`src/rtl/debounce_pkg.sv`:
```
// Shared types and elaboration-time helpers for the multi-button debounce scheduler.
package debounce_pkg;

  typedef enum logic [1:0] {
    LO_STABLE,
    CHK_HI,
    HI_STABLE,
    CHK_LO
  } ch_state_t;

  // Clocks per sample tick, rounded to nearest and never below one.
  function automatic int tick_cycles(input longint clk_freq, input real db_time, input int samples);
    real r;
    int  n;
    r = real'(clk_freq) * db_time / real'(samples);
    n = int'(r);
    return (n < 1) ? 1 : n;
  endfunction

  // $clog2 that still yields a usable 1-bit width for counts of 0 or 1.
  function automatic int clog2_min1(input int n);
    return (n <= 1) ? 1 : $clog2(n);
  endfunction

endpackage

```
`src/rtl/debounce_channel.sv`:
```
// One button channel: 2-flop synchronizer, 4-state debounce FSM advanced by the
// shared sample tick, registered debounced level and one-clock press pulse.
module debounce_channel
  import debounce_pkg::*;
#(
  parameter int SAMPLES = 10
) (
  input  logic clk,
  input  logic reset,
  input  logic btn,
  input  logic tick,
  output logic db_level,
  output logic press
);

  localparam int CNT_W = clog2_min1(SAMPLES);

  logic [1:0]       sync;
  logic             btn_s;
  ch_state_t        state, state_nxt;
  logic [CNT_W-1:0] cnt, cnt_nxt;
  logic             db_nxt, press_nxt;

  assign btn_s = sync[1];

  // NOTE: sequential state uses non-blocking assignments only, so every flop
  // samples pre-edge values regardless of process ordering.
  always_ff @(posedge clk) begin
    if (reset) begin
      sync     <= '0;
      state    <= LO_STABLE;
      cnt      <= '0;
      db_level <= 1'b0;
      press    <= 1'b0;
    end else begin
      sync     <= {sync[0], btn};
      state    <= state_nxt;
      cnt      <= cnt_nxt;
      db_level <= db_nxt;
      press    <= press_nxt;
    end
  end

  // NOTE: every output of this block gets a default first; a missed branch
  // would otherwise infer a latch.
  always_comb begin
    state_nxt = state;
    cnt_nxt   = cnt;
    db_nxt    = db_level;
    press_nxt = 1'b0;
    if (tick) begin
      unique case (state)
        LO_STABLE: if (btn_s) begin
          state_nxt = CHK_HI;
          cnt_nxt   = '0;
        end
        CHK_HI: begin
          if (!btn_s) begin
            state_nxt = LO_STABLE;
          end else if (cnt == CNT_W'(SAMPLES - 1)) begin
            state_nxt = HI_STABLE;
            db_nxt    = 1'b1;
            press_nxt = 1'b1;
          end else begin
            cnt_nxt = cnt + CNT_W'(1);
          end
        end
        HI_STABLE: if (!btn_s) begin
          state_nxt = CHK_LO;
          cnt_nxt   = '0;
        end
        CHK_LO: begin
          if (btn_s) begin
            state_nxt = HI_STABLE;
          end else if (cnt == CNT_W'(SAMPLES - 1)) begin
            state_nxt = LO_STABLE;
            db_nxt    = 1'b0;
          end else begin
            cnt_nxt = cnt + CNT_W'(1);
          end
        end
        default: state_nxt = LO_STABLE;
      endcase
    end
  end

endmodule

```
`src/rtl/debounce_scheduler.sv`:
```
// N_BTN debounce channels sharing one sample-tick prescaler; press events are
// queued per channel and handed out round-robin on a valid/ready port.
module debounce_scheduler
  import debounce_pkg::*;
#(
  parameter int  N_BTN    = 4,
  parameter int  CLK_FREQ = 100_000_000,
  parameter real DB_TIME  = 0.005,
  parameter int  SAMPLES  = 10
) (
  input  logic                     clk,
  input  logic                     reset,
  input  logic [N_BTN-1:0]         btn,
  output logic [N_BTN-1:0]         db_level,
  output logic                     evt_valid,
  output logic [$clog2(N_BTN)-1:0] evt_id,
  input  logic                     evt_ready,
  output logic                     overrun
);

  localparam int TICK_CYCLES = tick_cycles(CLK_FREQ, DB_TIME, SAMPLES);
  localparam int PS_W        = clog2_min1(TICK_CYCLES);
  localparam int ID_W        = $clog2(N_BTN);

  logic [PS_W-1:0]  ps;
  logic             tick;
  logic [N_BTN-1:0] press, pending, clr, avail;
  logic [ID_W-1:0]  last_id, base, grant, cand;
  logic             accept, found;

  assign tick = (ps == PS_W'(TICK_CYCLES - 1));

  always_ff @(posedge clk) begin
    if (reset) ps <= '0;
    else       ps <= tick ? '0 : ps + PS_W'(1);
  end

  for (genvar i = 0; i < N_BTN; i++) begin : gen_ch
    debounce_channel #(.SAMPLES(SAMPLES)) u_ch (
      .clk      (clk),
      .reset    (reset),
      .btn      (btn[i]),
      .tick     (tick),
      .db_level (db_level[i]),
      .press    (press[i])
    );
  end

  // The bit being accepted is excluded both from the overrun test and from the
  // next search, so a press coinciding with its own accept is queued, not lost.
  assign accept = evt_valid & evt_ready;
  assign clr    = accept ? ({{(N_BTN-1){1'b0}}, 1'b1} << evt_id) : '0;
  assign avail  = pending & ~clr;
  assign base   = accept ? evt_id : last_id;

  always_comb begin
    found = 1'b0;
    grant = '0;
    cand  = '0;
    for (int k = 1; k <= N_BTN; k++) begin
      cand = ID_W'((int'(base) + k) % N_BTN);
      if (!found && avail[cand]) begin
        found = 1'b1;
        grant = cand;
      end
    end
  end

  always_ff @(posedge clk) begin
    if (reset) begin
      pending   <= '0;
      overrun   <= 1'b0;
      evt_valid <= 1'b0;
      evt_id    <= '0;
      last_id   <= ID_W'(N_BTN - 1);
    end else begin
      pending <= avail | press;
      if (|(press & avail)) overrun <= 1'b1;
      if (accept) last_id <= evt_id;
      if (!evt_valid || accept) begin
        evt_valid <= found;
        if (found) evt_id <= grant;
      end
    end
  end

endmodule

```
`config.mk`:
```
export PLATFORM = sky130hd
export DESIGN_NAME = debounce_scheduler
export DESIGN_NICKNAME = d
export VERILOG_FILES = /design/src/rtl/debounce_pkg.sv /design/src/rtl/debounce_channel.sv /design/src/rtl/debounce_scheduler.sv
export SDC_FILE = /design/constraint.sdc
export NUM_CORES = 1
export LEC_CHECK = 0
export ABC_AREA = 1
export CORE_UTILIZATION = 25
export CTS_CLUSTER_DIAMETER = 40
export CTS_CLUSTER_SIZE = 25
export DETAILED_ROUTE_END_ITERATION = 10
export HOLD_SLACK_MARGIN = 0.03
export MAX_ROUTING_LAYER = met4
export PLACE_DENSITY = 0.42
export SLEW_MARGIN = 5
export SYNTH_ARGS = -nofsm -noshare
export SYNTH_HDL_FRONTEND = slang
export SYNTH_SLANG_ARGS = --single-unit
export TNS_END_PERCENT = 1
```
`constraint.sdc`:
```
create_clock -name clk -period 4.4 [get_ports clk]
set_clock_uncertainty 0.2 [all_clocks]
set_input_delay 0.88 -clock clk [delete_from_list [all_inputs] [get_ports clk]]
set_output_delay 0.88 -clock clk [all_outputs]
set_load 0.05 [all_outputs]
```
==> results of run 1 <==
[through the flow]
stage | cell area [µm²] | hold WS [ns]
2_1_floorplan | 3480 | 0.188
3_3_place_gp | 3770 | 0.193
3_5_place_dp | 3770 | 0.198
4_1_cts | 4030 | 0.204
5_1_grt | 4030 | 0.223
6_report | 4030 | 0.200
[worst min-delay path by stage]
stage / start / end / slack [ns] / depth (start not counted)
2_1_floorplan: gen_ch[0].u_ch.sync[0] / gen_ch[0].u_ch.sync[1] / 0.19 / 2
5_1_grt: gen_ch[1].u_ch.sync[0] / gen_ch[1].u_ch.sync[1] / 0.22 / 2
3_5_place_dp: gen_ch[1].u_ch.sync[0] / gen_ch[1].u_ch.sync[1] / 0.20 / 2
6_report: gen_ch[1].u_ch.sync[0] / gen_ch[1].u_ch.sync[1] / 0.20 / 2
4_1_cts: gen_ch[1].u_ch.sync[0] / gen_ch[1].u_ch.sync[1] / 0.20 / 2
3_3_place_gp: gen_ch[1].u_ch.sync[0] / gen_ch[1].u_ch.sync[1] / 0.19 / 2
[sequential cells by signal, summed over array words and instances (netlist names), named ones only]
register	cells
last_id	2
gen_ch.u_ch.state	4
gen_ch.u_ch.db_level	4
evt_id	2
ps	16
gen_ch.u_ch.sync	8
gen_ch.u_ch.press	4
overrun	1
gen_ch.u_ch.cnt	16
pending	4
evt_valid	1
[power by group through the flow]
stage | Combinational, W | Clock (W) | Sequential (W)
5_1_grt | 0.000428 | 0.000705 | 0.000646
3_3_place_gp | 0.000385 | 0 | 0.000654
6_report | 0.000384 | 0.000652 | 0.000642
4_1_cts | 0.000386 | 0.000680 | 0.000642
2_1_floorplan | 0.000279 | 0 | 0.000682
3_5_place_dp | 0.000385 | 0 | 0.000654
[cell type report]
cell class	instances	area, µm²
Inverter	66	248
Clock buffer	13	250
Multi-Input combinational cell	360	1830
Sequential cell	66	1320
Clock inverter	3	15.0
Fill cell	1448	9370
Tap cell	176	220
Timing Repair Buffer	15	148
[cells by family after synthesis]
family,count (synthesis),share of synthesized area
AOI/OAI and AO/OA,63,0.0952
adders and majority gates,9,0.0323
buffers and inverters,79,0.0952
DFF,66,0.379
xor gates and xnor gates,10,0.0251
and+or+nand+nor,278,0.373
[Yosys cell counts, drive strengths merged]
master	number	area, µm²
clkbuf	5	18.8
o22ai	3	18.8
o21ai	9	45.0
buf	8	65.1
nand4	13	81.3
a21oi	44	220
or2	6	37.5
a31oi	4	25.0
a211oi	1	7.51
o21a	2	15.0
nor3b	2	15.0
nand2	126	543
dfxtp	66	1320
nand3	40	220
nor3	22	115
nor2	63	249
clkinv	1	3.75
ha	9	113
xor2	9	78.8
inv	65	244
nor4	5	31.3
xnor2	1	8.76
nand3b	1	7.51
[metal layers]
layer	share of wire	wire length, µm	vias to the layer above	track usage
li1	-	-	1658	-
met1	0.51	3910	1353	0.154
met2	0.44	3350	39	0.173
met3	0.033	254	8	0.0323
met4	0.019	143	0	0.0703
met5	0	0	-	-
==> results.cfg, run 1 <==
[clock_network]
cts.sinks = 66
cts_htree_levels = 3
post_cts_buffers = 0
cts_buffer_depth = 2
clockRootBuffer = clkbuf_16
worstSkewPairLatency_ns = 0.34
numCtsBuffers = 9
cts.repair.resized = 0
cts_tree = yes
cts.clk_slew.worst_paths_ns = 0.05
hold_buffers = 0

[setup_path]
worstPathMaxFanout = 7
crit_arrival_ns = 1.64
crit_end = evt_valid
r2r_start = ps[0]
crit_slowest_cell = clkdlybuf4s50_1
worst-setup-path-type = flip-flop to primary output
cp-start-kind = flip-flop
crit_required_ns = 3.32
path_depth = 1
r2r_end = ps[9]
slowest_delay_ns = 0.85
worstSetupEndpointType = primary output
rr_worst_depth = 11
r2r_setup_slack_ns = 2.12
path_buf_inv = 1
worstPathCellList = clkdlybuf4s50_1
crit_family = buffers and inverters
crit_start = evt_valid

[place]
dp.cells = 683
hpwl_um = 5380
io_buffers = 14
finalWeightedCongestion = 0.828
pre_cts_ws_ns = 1.39

[finish]
final_common_cell = nand2_1
drive_above_1_share = 0.105
finalNonFillerCells = 699
fin_nets = 534
fin_util = 0.301
area_delta_synth_final_pct = 15.8
mostFrequentLayoutCells = nand2_1 (102), dfxtp_1 (66), inv_1 (61), nor2_1 (60), a21oi_1 (44)
antenna_cells = 0

[global_route]
grtUsageTotal = 0.122
grt_max_degree = 36
grt_pass1_wl_um = 13400
first_global_vias = 2885
overflow = 0
antenna_found_initial = 0

[route]
vias_per_cell = 4.37
wl_per_cell_um = 11.0
ant_nets = 0
drtPass1Iterations = 5
vias = 3058
drcViolationCount = 0
wl_um = 7660
dr.first_iter.drc_count = 222

[floorplanning]
die_area_mm2 = 0.0144
core_region_area_mm2 = 0.0134
die_h_um = 120
die_x_um = 120
io_pins = 15
initial_core_util = 0.260
core.rowCount = 42

[sta]
worst_slew_pin_slew_ns = 0.653
report.final.slew_viol_count = 0
fin_tns_setup_ns = 0
period_share = 0.617
period_needed_ns = 2.72
max-slew-margin-rel = 0.564
rsz0062_at_grt = no
setup_violations = 0
finalHoldViolCount = 0
fmax_mhz = 368
layout_setup_ws_ns = 1.68

[run_status]
status = finished, final reports clean

[power]
p_leak_nw = 1.57
p_int_w = 0.00114
p_sw_w = 0.000543
p_total_w = 0.00168
vdd_drop_max_mv = 0.173
power_density_mw_per_mm2 = 416
combPwrFrac = 0.229
power_frac_seq = 0.382
power.share.switching = 0.323
p_clk_frac = 0.388

[synthesis]
syn_avg_cell_area_um2 = 6.90
syn-cell-area_mm2 = 0.00348
syn-num-nets = 521
ys_warn_count = 0
ys_seq_area_frac = 0.379
syn_inst = 505
synth-seq-cells = 66
synth_cell_types = 33

[min_path]
min_path_type = flip-flop to flip-flop

[flow_run]
maxCapViolCount = 0
Note: power is estimated with default switching activity, not from simulation.
==> inputs of run 2 (changes only) <==
--- a/config.mk
+++ b/config.mk
@@ -12,7 +12,7 @@
 export DETAILED_ROUTE_END_ITERATION = 10
 export HOLD_SLACK_MARGIN = 0.03
 export MAX_ROUTING_LAYER = met4
-export PLACE_DENSITY = 0.42
+export PLACE_DENSITY = 0.43
 export SLEW_MARGIN = 5
 export SYNTH_ARGS = -nofsm -noshare
 export SYNTH_HDL_FRONTEND = slang
==> constraint.sdc (replaced) <==
create_clock -name clk -period 2.3 [get_ports clk]
set_clock_uncertainty 0.2 [all_clocks]
set_input_delay 0.46 -clock clk [delete_from_list [all_inputs] [get_ports clk]]
set_output_delay 0.46 -clock clk [all_outputs]
set_load 0.05 [all_outputs]
==> results.cfg, run 2 (synthesis results as in run 1) <==
[power]
power_density_mw_per_mm2 = 806
vdd_drop_max_mv = 0.335
p_leak_nw = 1.72

[finish]
antenna_cells = 0
drive_above_1_share = 0.140
area_delta_synth_final_pct = 21.4
fin_nets = 554
fin_area_mm2 = 0.00423
final_common_cell = nand2_1
mostFrequentLayoutCells = nand2_1 (102), dfxtp_1 (66), inv_1 (61), nor2_1 (60), a21oi_1 (44)
reg.largest.list = gen_ch.u_ch.cnt x16, ps x16, gen_ch.u_ch.sync x8

[route]
vias = 3191
wl_um = 7740
ant_nets = 0
drtPass1Iterations = 4
dr.first_iter.drc_count = 118
vias_per_cell = 4.44
drcViolationCount = 0
wl_per_cell_um = 10.8

[min_path]
min_path_type = flip-flop to flip-flop

[clock_network]
worstSkewPairLatency_ns = 0.34
cts_buffer_depth = 2
cts_htree_levels = 3
cts.sinks = 66
clockRootBuffer = clkbuf_16
numCtsBuffers = 9
cts_tree = yes
post_cts_buffers = 0
cts.clk_slew.worst_paths_ns = 0.06

[floorplanning]
core.rowCount = 42
die_h_um = 120
initial_core_util = 0.260
die_x_um = 120
core_region_area_mm2 = 0.0134
die_area_mm2 = 0.0144
io_pins = 15

[global_route]
antenna_found_initial = 0
overflow = 0
grt_max_degree = 22
grt_pass1_wl_um = 13400
grtUsageTotal = 0.121
first_global_vias = 2990

[setup_path]
crit_family = buffers and inverters
worstPathCellList = clkdlybuf4s50_1
worst-setup-path-type = flip-flop to primary output
crit_required_ns = 1.64
r2r_setup_slack_ns = 0.33
slowest_delay_ns = 0.82
crit_arrival_ns = 1.52
path_buf_inv = 1
crit_slowest_cell = clkdlybuf4s50_1
worstPathMaxFanout = 2
worstSetupEndpointType = primary output
cp-start-kind = flip-flop

[flow_run]
maxCapViolCount = 0

[place]
io_buffers = 14
placed_area_mm2 = 0.00392
hpwl_um = 5640
finalWeightedCongestion = 0.788

[run_status]
status = finished, final reports clean

[sta]
period_needed_ns = 2.18
fmax_mhz = 459
report.final.slew_viol_count = 0
worst_slew_pin_slew_ns = 0.546
finalHoldViolCount = 0
max-slew-margin-rel = 0.635
setup_violations = 0
period_share = 0.948
rsz0062_at_grt = no
whs_ns = 0.208
## run 2: cell types whose count changed in the layout (fill, tap and decap cells not counted)
cell	change
buf_4	+20
bufinv_16	+1
clkbuf_8	+1
clkdlybuf4s50_1	-3
clkinv_2	-2
dlymetal6s2s_1	+3
nor4_1	-1
nor4_2	+1
## run 2: layer usage
layer,GRT usage,routed length (µm),part of all wire
met1,0.147,3880,0.50
met2,0.182,3410,0.44
met3,0.0361,304,0.039
met4,0.0602,151,0.020
met5,-,0,0
## run 2: stage by stage
step / cells / setup slack (ns) / util / TNS, ns / power (W)
CTS: 719 / 0.00270 / 0.315 / 0 / 0.00347
finish: 719 / 0.120 / 0.316 / 0 / 0.00341
detailed placement: 703 / -0.154 / 0.292 / -0.442 / 0.00205
global route: 719 / 0.0209 / 0.316 / 0 / 0.00360
global placement: 703 / -0.123 / 0.292 / -0.344 / 0.00204
floorplan: 505 / 0.198 / - / 0 / 0.00184
## run 2: what timing repair did
action	in CTS	in global routing
setup endpoints to repair	0	8
resized for setup	0	4
hold buffers	0	0
## run 2: power by group
group / switching (W) / leakage, nW / internal, W
Combinational: 0.000503 / 1.04 / 0.000288
Clock: 0.000494 / 0.147 / 0.000897
Sequential: 0.0000436 / 0.535 / 0.00118
## run 2: worst paths after layout
path                                         startpoint                endpoint  depth (start not counted)
worst min-delay path             gen_ch[3].u_ch.sync[0]  gen_ch[3].u_ch.sync[1]                          2
worst max register to register                   ps[10]               flip-flop                          9
worst max-delay path            gen_ch[1].u_ch.db_level             db_level[1]                          1
worst min register to register   gen_ch[3].u_ch.sync[0]  gen_ch[3].u_ch.sync[1]                          2
## run 2: cell type report
type                            instances  area [µm²]
Clock inverter                          2        35.0
Fill cell                            1436        9170
Sequential cell                        66        1320
Inverter                               66         248
Multi-Input combinational cell        360        1840
Timing Repair Buffer                   35         305
Clock buffer                           14         264
Tap cell                              176         220
==> inputs of run 3 (changes only) <==
--- a/config.mk
+++ b/config.mk
@@ -16,5 +16,6 @@
 export SLEW_MARGIN = 5
 export SYNTH_ARGS = -nofsm -noshare
 export SYNTH_HDL_FRONTEND = slang
+export SYNTH_HIERARCHICAL = 1
 export SYNTH_SLANG_ARGS = --single-unit
 export TNS_END_PERCENT = 1
==> results.cfg, run 3 <==
[run_status]
status = finished, final reports clean

[synthesis]
synth_cell_types = 31
ys_seq_area_frac = 0.370
yosysMostFrequentCell = nand2_1
ys.flop_type = dfxtp_1
syn_avg_cell_area_um2 = 6.89
syn-cell-area_mm2 = 0.00357
async_flop_share = 0
ys_warn_count = 6
synth_common_cells = nand2_1 (120), dfxtp_1 (66), nor2_1 (66)
synth_top_area_cell = dfxtp_1
syn-num-nets = 535
synth-seq-cells = 66
synth.top_cell.area_share = 0.370
syn_inst = 519
synth_area_leaders = dfxtp_1 (37%), nand2_1 (13%), nor2_1 (6.9%)
synth_edf_count = 0

[global_route]
grt_pass1_wl_um = 13000
overflow = 0
antenna_found_initial = 0
first_global_vias = 2940
grt_max_degree = 27
grtUsageTotal = 0.113

[power]
power_frac_seq = 0.338
p_leak_nw = 1.92
vdd_drop_max_mv = 0.337
power.share.switching = 0.322
power_density_mw_per_mm2 = 831
p_sw_w = 0.00117
p_clk_frac = 0.390
combPwrFrac = 0.272
p_int_w = 0.00246

[setup_path]
crit_family = buffers and inverters
worstSetupEndpointType = primary output
worstPathMaxFanout = 2
path_buf_inv = 1
worstPathCellList = clkdlybuf4s50_1
slowest_delay_ns = 0.82
crit_slowest_cell = clkdlybuf4s50_1
crit_arrival_ns = 1.54
crit_required_ns = 1.64
worst-setup-path-type = flip-flop to primary output
cp-start-kind = flip-flop

[route]
ant_nets = 0
wl_met3_um = 192
top_layer = met4
vias = 3160
dr.first_iter.drc_count = 95
vias_per_cell = 4.27
drtPass1Iterations = 4
wl_per_cell_um = 10.0
drcViolationCount = 0
wl_um = 7430
met2_wirelength_um = 3240
wl_met1_um = 3830

[sta]
rsz0062_at_grt = no
finalHoldViolCount = 0
max-slew-margin-rel = 0.662
fin_tns_setup_ns = 0
worst_slew_pin_slew_ns = 0.505
fmax_mhz = 454
period_share = 0.957
setup_violations = 0
report.final.slew_viol_count = 0
period_needed_ns = 2.20
layout_setup_ws_ns = 0.0991

[place]
pre_cts_ws_ns = -0.195
finalWeightedCongestion = 0.780
hpwl_um = 5510
io_buffers = 14
placed_area_mm2 = 0.00406

[clock_network]
worstSkewPairLatency_ns = 0.33
cts_buffer_depth = 2
numCtsBuffers = 9
post_cts_buffers = 0
cts_htree_levels = 3
cts.clk_slew.worst_paths_ns = 0.05
clockRootBuffer = clkbuf_16
cts_tree = yes
cts.sinks = 66

[finish]
fin_nets = 572
reg.largest.list = gen_ch.u_ch/cnt x16, ps x16, gen_ch.u_ch/sync x8
antenna_cells = 0
final_common_cell = nand2_1
fin_area_mm2 = 0.00438
drive_above_1_share = 0.177
fin_util = 0.314
area_delta_synth_final_pct = 22.4
mostFrequentLayoutCells = nand2_1 (120), dfxtp_1 (66), nor2_1 (65), inv_1 (60), nand3_1 (48)

[floorplanning]
die_area_mm2 = 0.0148
die_h_um = 122
core.rowCount = 43
core_region_area_mm2 = 0.0139
io_pins = 15
die_x_um = 122
initial_core_util = 0.256

[min_path]
min_path_type = flip-flop to flip-flop

[flow_run]
maxCapViolCount = 0
## run 3: cell types whose count changed in the layout (fill, tap and decap cells not counted), sizes merged, moves of 2 or more
cell   change
nand2     +26
nor3      -11
a21oi     -13
inv       +18
xnor2      +4
a31oi      -3
nor2       +7
nand3     +13
nor4       -4
xor2       -6
o21ai      +2
or2        -6
buf        -7
## run 3: cell families after synthesis
family                   synth area share
AO/OA/AOI/OAI                      0.0711
XOR/XNOR                           0.0196
adder cells (fa/ha/maj)            0.0315
buffers and inverters              0.0945
flip-flops                          0.370
AND/OR/NAND/NOR                     0.414
## run 3: area by class of cell
cell class	instances	area [µm²]
fillers	1467	9560
repair buffers	28	280
flip-flops and latches	66	1320
clock inverters	2	35.0
multi-input cells	368	1920
inverters	83	322
well taps	180	225
clock buffers	13	270
## run 3: per-stage QoR
step / hold WS (ns) / cells / total power (W)
global placement: 0.192 / 725 / 0.00225
floorplan: 0.188 / 519 / 0.00204
detailed placement: 0.197 / 725 / 0.00226
CTS: 0.205 / 740 / 0.00372
finish: 0.203 / 740 / 0.00364
global route: 0.217 / 740 / 0.00386
## run 3: worst paths after layout
path	from	end	slack (ns)	cells past startpoint
worst min-delay path	gen_ch[2].u_ch/sync[0]	gen_ch[2].u_ch/sync[1]	0.20	2
worst min register to register	gen_ch[2].u_ch/sync[0]	gen_ch[2].u_ch/sync[1]	0.20	2
worst max register to register	ps[0]	gen_ch[0].u_ch/cnt[1]	0.30	11
worst max-delay path	overrun	overrun	0.1	1
## run 3: layer usage
layer	vias to the layer above	global-route usage
li1	1721	-
met4	0	0.0648
met3	14	0.0243
met5	-	-
met1	1393	0.139
met2	32	0.172
## run 3: power groups by stage
stage	clock network, W	logic, W	registers, W
after floorplan	0	0.000720	0.00132
after global placement	0	0.000993	0.00126
after detailed placement	0	0.00100	0.00126
after CTS	0.00148	0.00100	0.00123
after global routing	0.00151	0.00111	0.00124
final	0.00142	0.000989	0.00123
## run 3: what timing repair did
action,CTS,global route
gates resized for setup,0,5
endpoints found under the hold margin,0,0
hold buffers,0,0
setup endpoints to repair,0,8
